[config.mk]
export PLATFORM = sky130hd
export DESIGN_NAME = system_register_bank
export DESIGN_NICKNAME = d
export VERILOG_FILES = /design/src/rtl/system_register_pkg.sv /design/src/rtl/system_register_stack.sv /design/src/rtl/system_register_bank.sv
export SDC_FILE = /design/constraint.sdc
export NUM_CORES = 1
export LEC_CHECK = 0
export BUFFER_PORTS_ARGS = -buffer_cell sky130_fd_sc_hd__buf_2
export CELL_PAD_IN_SITES_DETAIL_PLACEMENT = 0
export CELL_PAD_IN_SITES_GLOBAL_PLACEMENT = 2
export CORE_UTILIZATION = 35
export CTS_CLUSTER_DIAMETER = 40
export DETAILED_ROUTE_END_ITERATION = 16
export GPL_TIMING_DRIVEN = 1
export PLACE_DENSITY_LB_ADDON = 0.1
export RECOVER_POWER = 50
export SETUP_SLACK_MARGIN = 0.05
export SYNTH_ARGS = -nofsm -noshare
export SYNTH_HDL_FRONTEND = slang
export SYNTH_SLANG_ARGS = --single-unit
[constraint.sdc]
create_clock -name iCLOCK -period 10.75 [get_ports iCLOCK]
set_input_delay 2.15 -clock iCLOCK [delete_from_list [all_inputs] [get_ports iCLOCK]]
set_output_delay 2.15 -clock iCLOCK [all_outputs]
set_load 0.01 [all_outputs]
[src/rtl/system_register_pkg.sv]
// Shared helpers for the system register bank: sizing functions, byte-lane merge
// and the context-stack operation encoding.
package system_register_pkg;

    localparam int MERGE_W = 256;

    localparam logic [1:0] OP_NOP  = 2'd0;
    localparam logic [1:0] OP_PUSH = 2'd1;
    localparam logic [1:0] OP_POP  = 2'd2;
    localparam logic [1:0] OP_ERR  = 2'd3;

    function automatic int byte_lanes(input int width);
        return width / 8;
    endfunction

    function automatic int addr_width(input int num);
        return (num <= 2) ? 1 : $clog2(num);
    endfunction

    // Merge is sized for the widest supported register; callers cast in and out.
    function automatic logic [MERGE_W-1:0] merge(
        input logic [MERGE_W-1:0]   old_v,
        input logic [MERGE_W-1:0]   new_v,
        input logic [MERGE_W/8-1:0] mask
    );
        logic [MERGE_W-1:0] res;
        res = old_v;
        for (int b = 0; b < MERGE_W / 8; b++) begin
            if (mask[b]) res[b*8 +: 8] = new_v[b*8 +: 8];
        end
        return res;
    endfunction

endpackage

[src/rtl/system_register_stack.sv]
// Context stack for exception nesting: DEPTH snapshots of the register bank,
// a saturating depth counter and a sticky error flag for illegal operations.
module system_register_stack
    import system_register_pkg::*;
#(
    parameter  int DEPTH  = 4,
    parameter  int DATA_W = 256,
    localparam int DW     = $clog2(DEPTH + 1)
) (
    input  logic              i_clk,
    input  logic              i_reset,
    input  logic              i_push,
    input  logic              i_pop,
    input  logic [DATA_W-1:0] i_push_data,
    output logic [DATA_W-1:0] o_top_data,
    output logic              o_pop_fire,
    output logic [DW-1:0]     o_depth,
    output logic              o_full,
    output logic              o_empty,
    output logic              o_err
);

    logic [DATA_W-1:0] r_mem [DEPTH];
    logic [DW-1:0]     r_depth;
    logic              r_err;
    logic [1:0]        w_op;
    logic [DW-1:0]     w_top_idx;

    assign o_depth    = r_depth;
    assign o_full     = (r_depth == DW'(DEPTH));
    assign o_empty    = (r_depth == '0);
    assign o_err      = r_err;
    assign o_pop_fire = (w_op == OP_POP);
    assign w_top_idx  = r_depth - DW'(1);

    // NOTE: every signal driven from always_comb gets a default first, otherwise a latch is inferred.
    always_comb begin
        w_op = OP_NOP;
        if (i_push && i_pop)  w_op = OP_ERR;
        else if (i_push)      w_op = o_full  ? OP_ERR : OP_PUSH;
        else if (i_pop)       w_op = o_empty ? OP_ERR : OP_POP;
    end

    // NOTE: sequential state uses non-blocking assignments so every flop samples pre-edge values.
    always_ff @(posedge i_clk) begin
        if (i_reset) begin
            r_depth <= '0;
            r_err   <= 1'b0;
        end else begin
            case (w_op)
                OP_PUSH: r_depth <= r_depth + DW'(1);
                OP_POP:  r_depth <= r_depth - DW'(1);
                OP_ERR:  r_err   <= 1'b1;
                default: ;
            endcase
        end
    end

    // NOTE: snapshot storage is deliberately not reset; depth alone decides what is valid.
    always_ff @(posedge i_clk) begin
        if (!i_reset && w_op == OP_PUSH) begin
            for (int i = 0; i < DEPTH; i++) begin
                if (r_depth == DW'(i)) r_mem[i] <= i_push_data;
            end
        end
    end

    always_comb begin
        o_top_data = '0;
        for (int i = 0; i < DEPTH; i++) begin
            if (w_top_idx == DW'(i)) o_top_data = r_mem[i];
        end
    end

endmodule

[src/rtl/system_register_bank.sv]
// Byte-masked system register bank with registered read port and context stack.
// Optional SYSTEM_REGISTER_BANK_BYPASS_EN forwards a same-cycle write to the read port.
module system_register_bank
    import system_register_pkg::*;
#(
    parameter  int                   WIDTH       = 32,
    parameter  int                   NUM         = 8,
    parameter  int                   DEPTH       = 4,
    parameter  logic [NUM*WIDTH-1:0] RESET_VALUE = '0,
    parameter  logic [NUM-1:0]       RO_MASK     = '0,
    parameter  logic [NUM-1:0]       SAVE_MASK   = '1,
    localparam int                   AW          = addr_width(NUM),
    localparam int                   BW          = byte_lanes(WIDTH),
    localparam int                   DW          = $clog2(DEPTH + 1)
) (
    input  logic                 iCLOCK,
    input  logic                 iRESET_SYNC,
    input  logic                 iWR_VALID,
    input  logic [AW-1:0]        iWR_ADDR,
    input  logic [BW-1:0]        iWR_MASK,
    input  logic [WIDTH-1:0]     iWR_DATA,
    input  logic [AW-1:0]        iRD_ADDR,
    output logic [WIDTH-1:0]     oRD_DATA,
    input  logic                 iSAVE,
    input  logic                 iRESTORE,
    output logic [DW-1:0]        oSTACK_DEPTH,
    output logic                 oSTACK_FULL,
    output logic                 oSTACK_EMPTY,
    output logic                 oSTACK_ERR,
    output logic [NUM*WIDTH-1:0] oINFO_DATA
);

    logic [WIDTH-1:0]     r_regs [NUM];
    logic [WIDTH-1:0]     r_rd_data;
    logic [WIDTH-1:0]     w_next [NUM];
    logic [NUM-1:0]       w_wr_hit;
    logic [WIDTH-1:0]     w_rd_sel;
    logic [NUM*WIDTH-1:0] w_top_data;
    logic                 w_pop_fire;

    system_register_stack #(
        .DEPTH  (DEPTH),
        .DATA_W (NUM * WIDTH)
    ) u_stack (
        .i_clk       (iCLOCK),
        .i_reset     (iRESET_SYNC),
        .i_push      (iSAVE),
        .i_pop       (iRESTORE),
        .i_push_data (oINFO_DATA),
        .o_top_data  (w_top_data),
        .o_pop_fire  (w_pop_fire),
        .o_depth     (oSTACK_DEPTH),
        .o_full      (oSTACK_FULL),
        .o_empty     (oSTACK_EMPTY),
        .o_err       (oSTACK_ERR)
    );

    // Restore has priority over a write for saved registers.
    always_comb begin
        for (int i = 0; i < NUM; i++) begin
            w_wr_hit[i] = iWR_VALID && (iWR_ADDR == AW'(i)) && !RO_MASK[i];
            w_next[i]   = r_regs[i];
            if (w_wr_hit[i]) begin
                w_next[i] = WIDTH'(merge(MERGE_W'(r_regs[i]), MERGE_W'(iWR_DATA),
                                         (MERGE_W/8)'(iWR_MASK)));
            end
            if (w_pop_fire && SAVE_MASK[i]) w_next[i] = w_top_data[i*WIDTH +: WIDTH];
        end
    end

    always_comb begin
        w_rd_sel = '0;
        for (int i = 0; i < NUM; i++) begin
            if (iRD_ADDR == AW'(i)) begin
`ifdef SYSTEM_REGISTER_BANK_BYPASS_EN
                w_rd_sel = w_wr_hit[i] ? w_next[i] : r_regs[i];
`else
                w_rd_sel = r_regs[i];
`endif
            end
        end
    end

    always_ff @(posedge iCLOCK) begin
        if (iRESET_SYNC) begin
            for (int i = 0; i < NUM; i++) r_regs[i] <= RESET_VALUE[i*WIDTH +: WIDTH];
            r_rd_data <= '0;
        end else begin
            for (int i = 0; i < NUM; i++) r_regs[i] <= w_next[i];
            r_rd_data <= w_rd_sel;
        end
    end

    assign oRD_DATA = r_rd_data;

    for (genvar g = 0; g < NUM; g++) begin : g_info
        assign oINFO_DATA[g*WIDTH +: WIDTH] = r_regs[g];
    end

endmodule

==> run_results.csv, run 1 <==
group,metric,value,unit
sta,drv_slew,171,
hold_path,hold_class,"reg -> reg",
floorplan,rows,137,
drt,ant_nets,0,
logic_synthesis,synth_edf_count,1024,
clock_network,h-tree-depth,4,
logic_synthesis,synth_async_sr_flop_share,0,%
critical_path,startpoint_type,"input pin",
place,hpwl,90900,um
power,p_leak,19.7,nW
floorplan,coreArea,140000,sq um
clock_network,numCtsBuffers,197,
drt,vias,31162,
critical_path,critPathRequiredTime,11150,ps
logic_synthesis,avgSynthCellArea,16.3,sq um
sta,finalSetupTns,0,ps
grt,grt_max_degree,134,
clock_network,cts_resized,0,
floorplan,start_util,35.4,%
sta,layout_min_cycle_time,6980,ps
logic_synthesis,ys_types,46,
clock_network,clk_pin_slew,50,ps
logic_synthesis,synth-seq-cells,1316,
floorplan,die_h,378,um
sta,worst_slew_pin_slew,4510,ps
clock_network,cts_setup_buffers,0,
drt,first_iter_violations,2079,
clock_network,cts_tree,"built",
grt,grtUsageTotal,22.9,%
clock_network,clockRootBuffer,"clkbuf_16",
power,ir_drop,0.231,mV
critical_path,critPathKind,"in -> reg",
sta,final-setup-viol-count,0,
drt,drcViolationCount,0,
hold_path,whs_path_depth,2,
grt,grt_pass1_vias,31576,
sta,skew,23.9,ps
sta,final-hold-violation-count,0,
sta,period_share,64.9,%
grt,grt_pass1_wl,237000,um
clock_network,cts_num_sinks,1316,
logic_synthesis,synth_flop_cell,"edfxtp_1",
layout,area_delta_synth_final,20.4,%
logic_synthesis,ys_seq_area_share,73.9,%
logic_synthesis,ys_warn_count,0,
clock_network,clockBufferDepth,3,
layout,nNetsFinal,3388,
logic_synthesis,synth_cells,3035,
logic_synthesis,syn_area,49500,sq um
place,port_buffers,340,
logic_synthesis,syn-num-nets,3093,
sta,rsz0062_at_grt,"false",
sta,timing.fmax,143,MHz
grt,grt_overflow,0,
grt,antenna_found_initial,5,
critical_path,rr_worst_depth,10,
power,p_per_area,259,nW/um^2
drt,vias_per_cell,5.79,
status,violations,"capacitance limit, slew limit",
place,dpl-instance-area,52800,sq um
floorplan,die_w,378,um
critical_path,path_max_fanout,51,
drt,dr.pass1.iters,6,
flow_run,maxCapViolCount,4,
floorplan,io_pins,341,
place,routabilityCongestion,0.767,
clock_network,clk_latency,790,ps
critical_path,crit_arrival,7370,ps
layout,fin_area,59600,sq um
clock_network,cts_hold_buf,0,
status,status,"finished with violations",
sta,slew-limit-headroom,-201,%
drt,wl_per_cell,31.0,um
layout,drive_gt1_share,18.5,%
drt,routed_wl,167000,um
floorplan,fp.dieArea,143000,sq um
critical_path,cp-end-kind,"flip-flop",
[synth_stat cells (3+ instances only)]
cell type	instances	share of area (%)
nor2_1	14	0.11
a31oi_1	3	0.038
o22ai_1	247	3.1
o221ai_1	258	4.6
mux2i_1	318	6.4
clkbuf_1	173	1.3
buf_2	47	0.47
ha_1	11	0.28
nand2b_1	32	0.40
nor3_1	57	0.58
a21oi_1	30	0.30
nor2_2	9	0.11
inv_1	8	0.061
or2_1	6	0.076
o21ai_0	45	0.45
o22ai_2	10	0.25
o21ai_1	11	0.11
dfxtp_1	292	12
o311a_1	28	0.57
buf_6	5	0.11
nand2b_4	3	0.083
nor2_4	18	0.41
a211oi_1	4	0.061
nand2_4	4	0.091
nor2b_1	29	0.37
a22oi_1	3	0.045
a21o_1	3	0.045
buf_4	27	0.41
a221oi_1	260	4.6
buf_1	34	0.26
edfxtp_1	1024	62
and2_1	4	0.051
[path summary, 6_finish.rpt]
kind / from / to / slack, ps
worst min-delay path: u_stack.o_err / u_stack.o_err / 490
worst min register to register: u_stack.o_err / u_stack.o_err / 490
worst max-delay path: iSAVE / u_stack.r_mem[0][54] / 3770
worst max register to register: u_stack.o_depth[0] / u_stack.r_mem[0][54] / 4080
[layout by cell type (no fill, tap or decap), types with 8 or more instances in the layout]
master,synthesis,routed
nor3_1,57,57
a221oi_1,260,260
nor2b_1,29,28
clkbuf_16,0,201
edfxtp_1,1024,1024
buf_4,27,33
nand2b_1,32,31
dfxtp_1,292,292
ha_1,11,10
a21oi_1,30,30
nor2_2,9,9
bufinv_16,0,34
mux2i_1,318,318
clkbuf_1,173,154
clkinv_1,0,11
buf_2,47,215
clkinv_2,0,26
inv_6,0,14
o22ai_1,247,247
nor2_4,18,18
clkbuf_8,0,11
nor2_1,14,14
inv_1,8,8
o311a_1,28,28
buf_12,0,10
o21ai_1,11,11
o22ai_2,10,10
clkinvlp_4,0,22
o21ai_0,45,45
clkinv_4,0,16
o221ai_1,258,258
[metrics by stage]
stage                     std cells  utilization [%]  power, mW  worst slack (ps)  hold slack, ps
final                          5380             42.6       15.5              3770             491
after global routing           5378             42.6       16.0              3350             528
after CTS                      5378             42.8       15.6              6000             493
after detailed placement       5007             37.8       8.86              5140             482
after global placement         5007             37.8       8.81              5140             480
after floorplan                3035                -       7.82              1500             505
[power breakdown]
group	total, mW	switching (mW)	internal, mW
Sequential	6.40	0.392	6.01
Clock	6.73	2.39	4.34
Combinational	2.32	1.68	0.643
[critical path, stage by stage]
cell and delay (ps):
buf_2 100, a21o_1 180, inv_1 60, ha_1 150
nor3b_1 290, and2_0 3250, buf_4 1080
[kinds of logic after synthesis]
logic type,count (synthesis),synth area share (%)
AOI/OAI and AO/OA,902,14.2
xor gates and xnor gates,3,0.0531
adders and majority gates,11,0.278
buffers and inverters,294,2.63
DFF,1316,73.9
muxes,321,6.52
and+or+nand+nor,188,2.49
[layout make-up]
| type | instances | area (sq um) |
|---|---|---|
| Fill cell | 12665 | 80200 |
| Sequential cell | 1316 | 36600 |
| Multi-Input combinational cell | 1425 | 11700 |
| Clock buffer | 243 | 5300 |
| Tap cell | 1876 | 2350 |
| Timing Repair Buffer | 382 | 2000 |
| Clock inverter | 128 | 1700 |
| Inverter | 8 | 30.0 |
| Antenna cell | 2 | 5.00 |
[sequential cells by signal (all words and copies together), names as in the netlist]
name and flops:
u_stack.o_depth 3, u_stack.r_mem 1024, u_stack.o_err 1, oRD_DATA 32
r_regs 256
[metal layers]
metal / share of wire (%) / up-vias / track usage (%)
li1: - / 13395 / -
met1: 44 / 16579 / 31.3
met2: 48 / 961 / 36.7
met3: 5.8 / 223 / 4.93
met4: 2.2 / 4 / 6.05
met5: 0.016 / - / 0
Note: power is estimated with default switching activity, not from simulation.
==> run 2: changes to the inputs <==
==> constraint.sdc (replaced) <==
create_clock -name iCLOCK -period 5.9 [get_ports iCLOCK]
set_input_delay 1.18 -clock iCLOCK [delete_from_list [all_inputs] [get_ports iCLOCK]]
set_output_delay 1.18 -clock iCLOCK [all_outputs]
set_load 0.01 [all_outputs]
==> run_results.csv, run 2 (synthesized netlist as in run 1, its figures left out) <==
group,metric,value,unit
sta,layout_min_cycle_time,4090,ps
grt,antenna_found_initial,8,
sta,final-setup-viol-count,0,
floorplan,rows,137,
critical_path,critPathRequiredTime,6580,ps
power,ir_drop,0.354,mV
power,p_per_area,466,nW/um^2
clock_network,clk_pin_slew,60,ps
clock_network,cts_resized,0,
critical_path,path_max_fanout,48,
sta,worst_slew_pin_slew,2930,ps
critical_path,startpoint_type,"input pin",
sta,final-hold-violation-count,0,
layout,drive_gt1_share,14.4,%
status,status,"finished with violations",
power,seqPwrFrac,41.6,%
critical_path,crit_arrival,4770,ps
floorplan,start_util,35.4,%
place,routabilityCongestion,0.753,
sta,period_share,69.3,%
layout,final_cell_mix,"edfxtp_1, mux2i_1, clkbuf_1",
clock_network,numCtsBuffers,201,
place,pre_cts_slack,2080,ps
drt,routed_wl,166000,um
clock_network,cts_tree,"built",
power,p_switching,8.16,mW
sta,skew,31.5,ps
power,internal_power,19.7,mW
drt,vias,31181,
layout,nNetsFinal,3411,
clock_network,cts_num_sinks,1316,
critical_path,cp-end-kind,"flip-flop",
drt,dr.pass1.iters,6,
layout,largest_reg_flops,1024,
status,violations,"capacitance limit, slew limit",
clock_network,clk_latency,790,ps
floorplan,coreArea,140000,sq um
clock_network,clockRootBuffer,"clkbuf_16",
sta,slew-limit-headroom,-95.2,%
power,comb_power_share,15.4,%
floorplan,io_pins,341,
sta,rsz0062_at_grt,"false",
layout,area_delta_synth_final,20.7,%
clock_network,cts_hold_buf,0,
floorplan,fp.dieArea,143000,sq um
flow_run,maxCapViolCount,2,
sta,drv_slew,48,
layout,final_util,42.7,%
drt,wl_per_cell,30.8,um
hold_path,hold_class,"reg -> reg",
power,p_leak,19.2,nW
clock_network,h-tree-depth,4,
floorplan,die_h,378,um
power,sw_frac_of_total,29.3,%
drt,ant_nets,0,
grt,grt_pass1_wl,237000,um
grt,grt_pass1_vias,31832,
layout,final_common_cell,"edfxtp_1",
floorplan,die_w,378,um
clock_network,cts_setup_buffers,0,
drt,vias_per_cell,5.77,
drt,first_iter_violations,2291,
clock_network,clockBufferDepth,3,
critical_path,critPathKind,"in -> reg",
sta,timing.fmax,245,MHz
sta,finalSetupTns,0,ps
grt,grt_overflow,0,
layout,regMostFlops,"u_stack.r_mem",
place,port_buffers,340,
place,hpwl,92800,um
drt,drcViolationCount,0,
grt,grt_max_degree,134,
grt,grtUsageTotal,22.9,%
sta,setup_ws,1810,ps
power,clock_power_share,43.0,%
==> run 2: cell count changes in the layout (fill, tap and decap cells not counted), sizes merged <==
cell      before  now
buf          259  117
bufinv        34   25
clkbuf       366  525
clkinv        53   71
clkinvlp      22   17
inv           27   30
==> run 2: worst paths after layout <==
| check | start | to | slack [ps] | cells after the start |
|---|---|---|---|---|
| worst max-delay path | iRD_ADDR[2] | oRD_DATA[3] | 1810 | 5 |
| worst min-delay path | u_stack.o_err | u_stack.o_err | 500 | 2 |
| worst max register to register | u_stack.o_depth[0] | u_stack.r_mem[2][125] | 2210 | 10 |
| worst min register to register | u_stack.o_err | u_stack.o_err | 500 | 2 |
==> run 2: cell type report <==
type,count,area (sq um)
diodes,2,5.00
clock buffers,241,5320
clock inverters,135,1550
fillers,12768,80100
inverters,8,30.0
multi-input cells,1425,11700
flip-flops and latches,1316,36600
well taps,1876,2350
repair buffers,401,2220
==> run 2: power by group through the flow <==
stage,combinational [mW],sequential (mW),clock (mW)
final,4.29,11.6,12.0
after CTS,4.44,11.6,12.2
after detailed placement,4.43,11.8,0
after global placement,4.40,11.7,0
after global routing,4.59,11.7,12.6
after floorplan,2.49,11.7,0
==> run 2: layer usage <==
metal	up-vias	wire length [um]	track usage (%)	part of all wire (%)
li1	13439	-	-	-
met1	16326	72000	30.9	43
met2	1147	77200	35.7	46
met3	265	12100	5.79	7.3
met4	4	5120	8.17	3.1
met5	-	14	0	0.0084
==> run 2: critical path, stage by stage <==
cell,delay (ps)
buf_4,490
clkbuf_1,2130
mux4_2,580
inv_1,60
a221oi_1,260
==> run 2: metrics by stage <==
stage | power (mW) | area (sq um) | instances | hold slack [ps]
global placement | 16.1 | 53200 | 5026 | 484
floorplan | 14.2 | 49500 | 3035 | 505
global route | 28.9 | 59800 | 5404 | 554
finish | 27.9 | 59800 | 5404 | 498
detailed placement | 16.2 | 53200 | 5026 | 484
CTS | 28.2 | 60100 | 5402 | 495
==> run 3: changes to the inputs <==
==> constraint.sdc (replaced) <==
create_clock -name iCLOCK -period 3.5 [get_ports iCLOCK]
set_input_delay 0.7 -clock iCLOCK [delete_from_list [all_inputs] [get_ports iCLOCK]]
set_output_delay 0.7 -clock iCLOCK [all_outputs]
set_load 0.01 [all_outputs]
==> run_results.csv, run 3 (synthesized netlist as in run 1, its figures left out) <==
group,metric,value,unit
place,routabilityCongestion,0.746,
clock_network,cts_resized,0,
clock_network,cts_num_sinks,1316,
drt,met2_wirelength,81600,um
floorplan,rows,137,
drt,first_iter_violations,2645,
sta,skew,37.7,ps
sta,drv_slew,65,
flow_run,maxCapViolCount,1,
drt,vias_per_cell,5.79,
sta,timing.fmax,327,MHz
sta,setup_ws,445,ps
grt,grt_pass1_vias,32147,
sta,holdWs,322,ps
grt,grtUsageTotal,23.5,%
critical_path,critPathRequiredTime,4260,ps
drt,drcViolationCount,0,
hold_path,hold_class,"in -> reg",
grt,grt_pass1_wl,242000,um
layout,final_common_cell,"edfxtp_1",
floorplan,io_pins,341,
status,status,"finished with violations",
power,ir_drop,0.451,mV
drt,wl_met1,74400,um
layout,regMostFlops,"u_stack.r_mem",
sta,final-setup-viol-count,0,
critical_path,crit_slowest_cell,"dfxtp_1",
sta,slew-limit-headroom,-19.0,%
sta,period_share,87.3,%
grt,antenna_found_initial,7,
floorplan,coreArea,140000,sq um
place,port_buffers,340,
critical_path,critPathKind,"reg -> reg",
critical_path,critPathMostFrequentCell,"inv_1",
floorplan,die_w,378,um
drt,wl_per_cell,31.2,um
sta,layout_min_cycle_time,3060,ps
floorplan,die_h,378,um
grt,grt_max_degree,135,
critical_path,crit_path_cell_trace,"inv_1, ha_4, inv_4, nor2_4, a21o_1, inv_1, ha_1, nor3b_4, buf_12, buf_4, o221ai_1, o22ai_1",
layout,largest_reg_flops,1024,
clock_network,cts_setup_buffers,0,
drt,vias,31714,
critical_path,critical_path_buf_inv_count,5,
clock_network,cts_tree,"built",
clock_network,h-tree-depth,4,
critical_path,crit_family,"buffers and inverters",
clock_network,clockRootBuffer,"clkbuf_16",
power,power,48.1,mW
layout,drive_gt1_share,17.7,%
layout,multi_input_area,11700,sq um
critical_path,cp-end-kind,"flip-flop",
clock_network,clockBufferDepth,3,
drt,dr.pass1.iters,5,
layout,final_cell_mix,"edfxtp_1, mux2i_1, dfxtp_1",
grt,grt_overflow,0,
floorplan,start_util,35.4,%
status,violations,"capacitance limit, slew limit",
place,pre_cts_slack,605,ps
floorplan,fp.dieArea,143000,sq um
sta,worst_slew_pin_slew,1780,ps
layout,seq_area,36600,sq um
sta,final-hold-violation-count,0,
layout,n_fill_cell,12484,
critical_path,startpoint_type,"flip-flop",
sta,finalSetupTns,0,ps
clock_network,clk_pin_slew,50,ps
power,p_per_area,790,nW/um^2
place,hpwl,97400,um
drt,routed.top_layer,"met5",
clock_network,clk_latency,850,ps
clock_network,numCtsBuffers,208,
critical_path,max_stage_delay,450,ps
drt,routed_wl,171000,um
layout,nNetsFinal,3472,
drt,ant_nets,0,
critical_path,crit_arrival,3810,ps
power,p_leak,19.9,nW
clock_network,cts_hold_buf,0,
drt,wl_met3,11400,um
layout,area_delta_synth_final,22.9,%
sta,rsz0062_at_grt,"false",
critical_path,path_max_fanout,39,
run 3: cell type report:
type,instances,area share (%)
Antenna cell,1,0.00411
Clock buffer,246,9.03
Clock inverter,152,2.95
Inverter,8,0.0576
Multi-Input combinational cell,1425,19.2
Sequential cell,1316,60.1
Tap cell,1876,3.86
Timing Repair Buffer,455,4.73
run 3: where the power goes:
group / switching (mW) / internal [mW] / leakage, nW / total [mW]
clock network: 7.93 / 13.0 / 3.47 / 20.9
logic: 5.39 / 2.22 / 4.20 / 7.61
registers: 1.12 / 18.4 / 12.2 / 19.5
total: 14.4 / 33.7 / 19.9 / 48.1
run 3: metrics by stage:
stage,utilization [%],area [sq um],instances
CTS,43.8,61200,5478
floorplan,-,49600,3035
detailed placement,38.5,53900,5080
global route,43.5,60900,5479
finish,43.5,60900,5479
global placement,38.5,53900,5080
run 3: routing by layer:
metal,vias to the layer above,track usage [%]
li1,13580,-
met1,16761,31.9
met2,1119,37.5
met3,246,5.36
met4,8,6.42
met5,-,0
run 3: path summary, 6_finish.rpt:
check	from	end	slack [ps]	cells past startpoint
max	u_stack.o_depth[1]	r_regs[0][72]	440	12
min	iWR_DATA[23]	r_regs[1][55]	320	3
max reg2reg	u_stack.o_depth[1]	r_regs[0][72]	440	12
min reg2reg	u_stack.o_err	u_stack.o_err	480	2
run 3: tightest hold or removal path: cells and delay by family:
kind,cells,cell delay (ps)
AO/OA/AOI/OAI,1,90
buffers and inverters,1,180
multiplexers,1,150
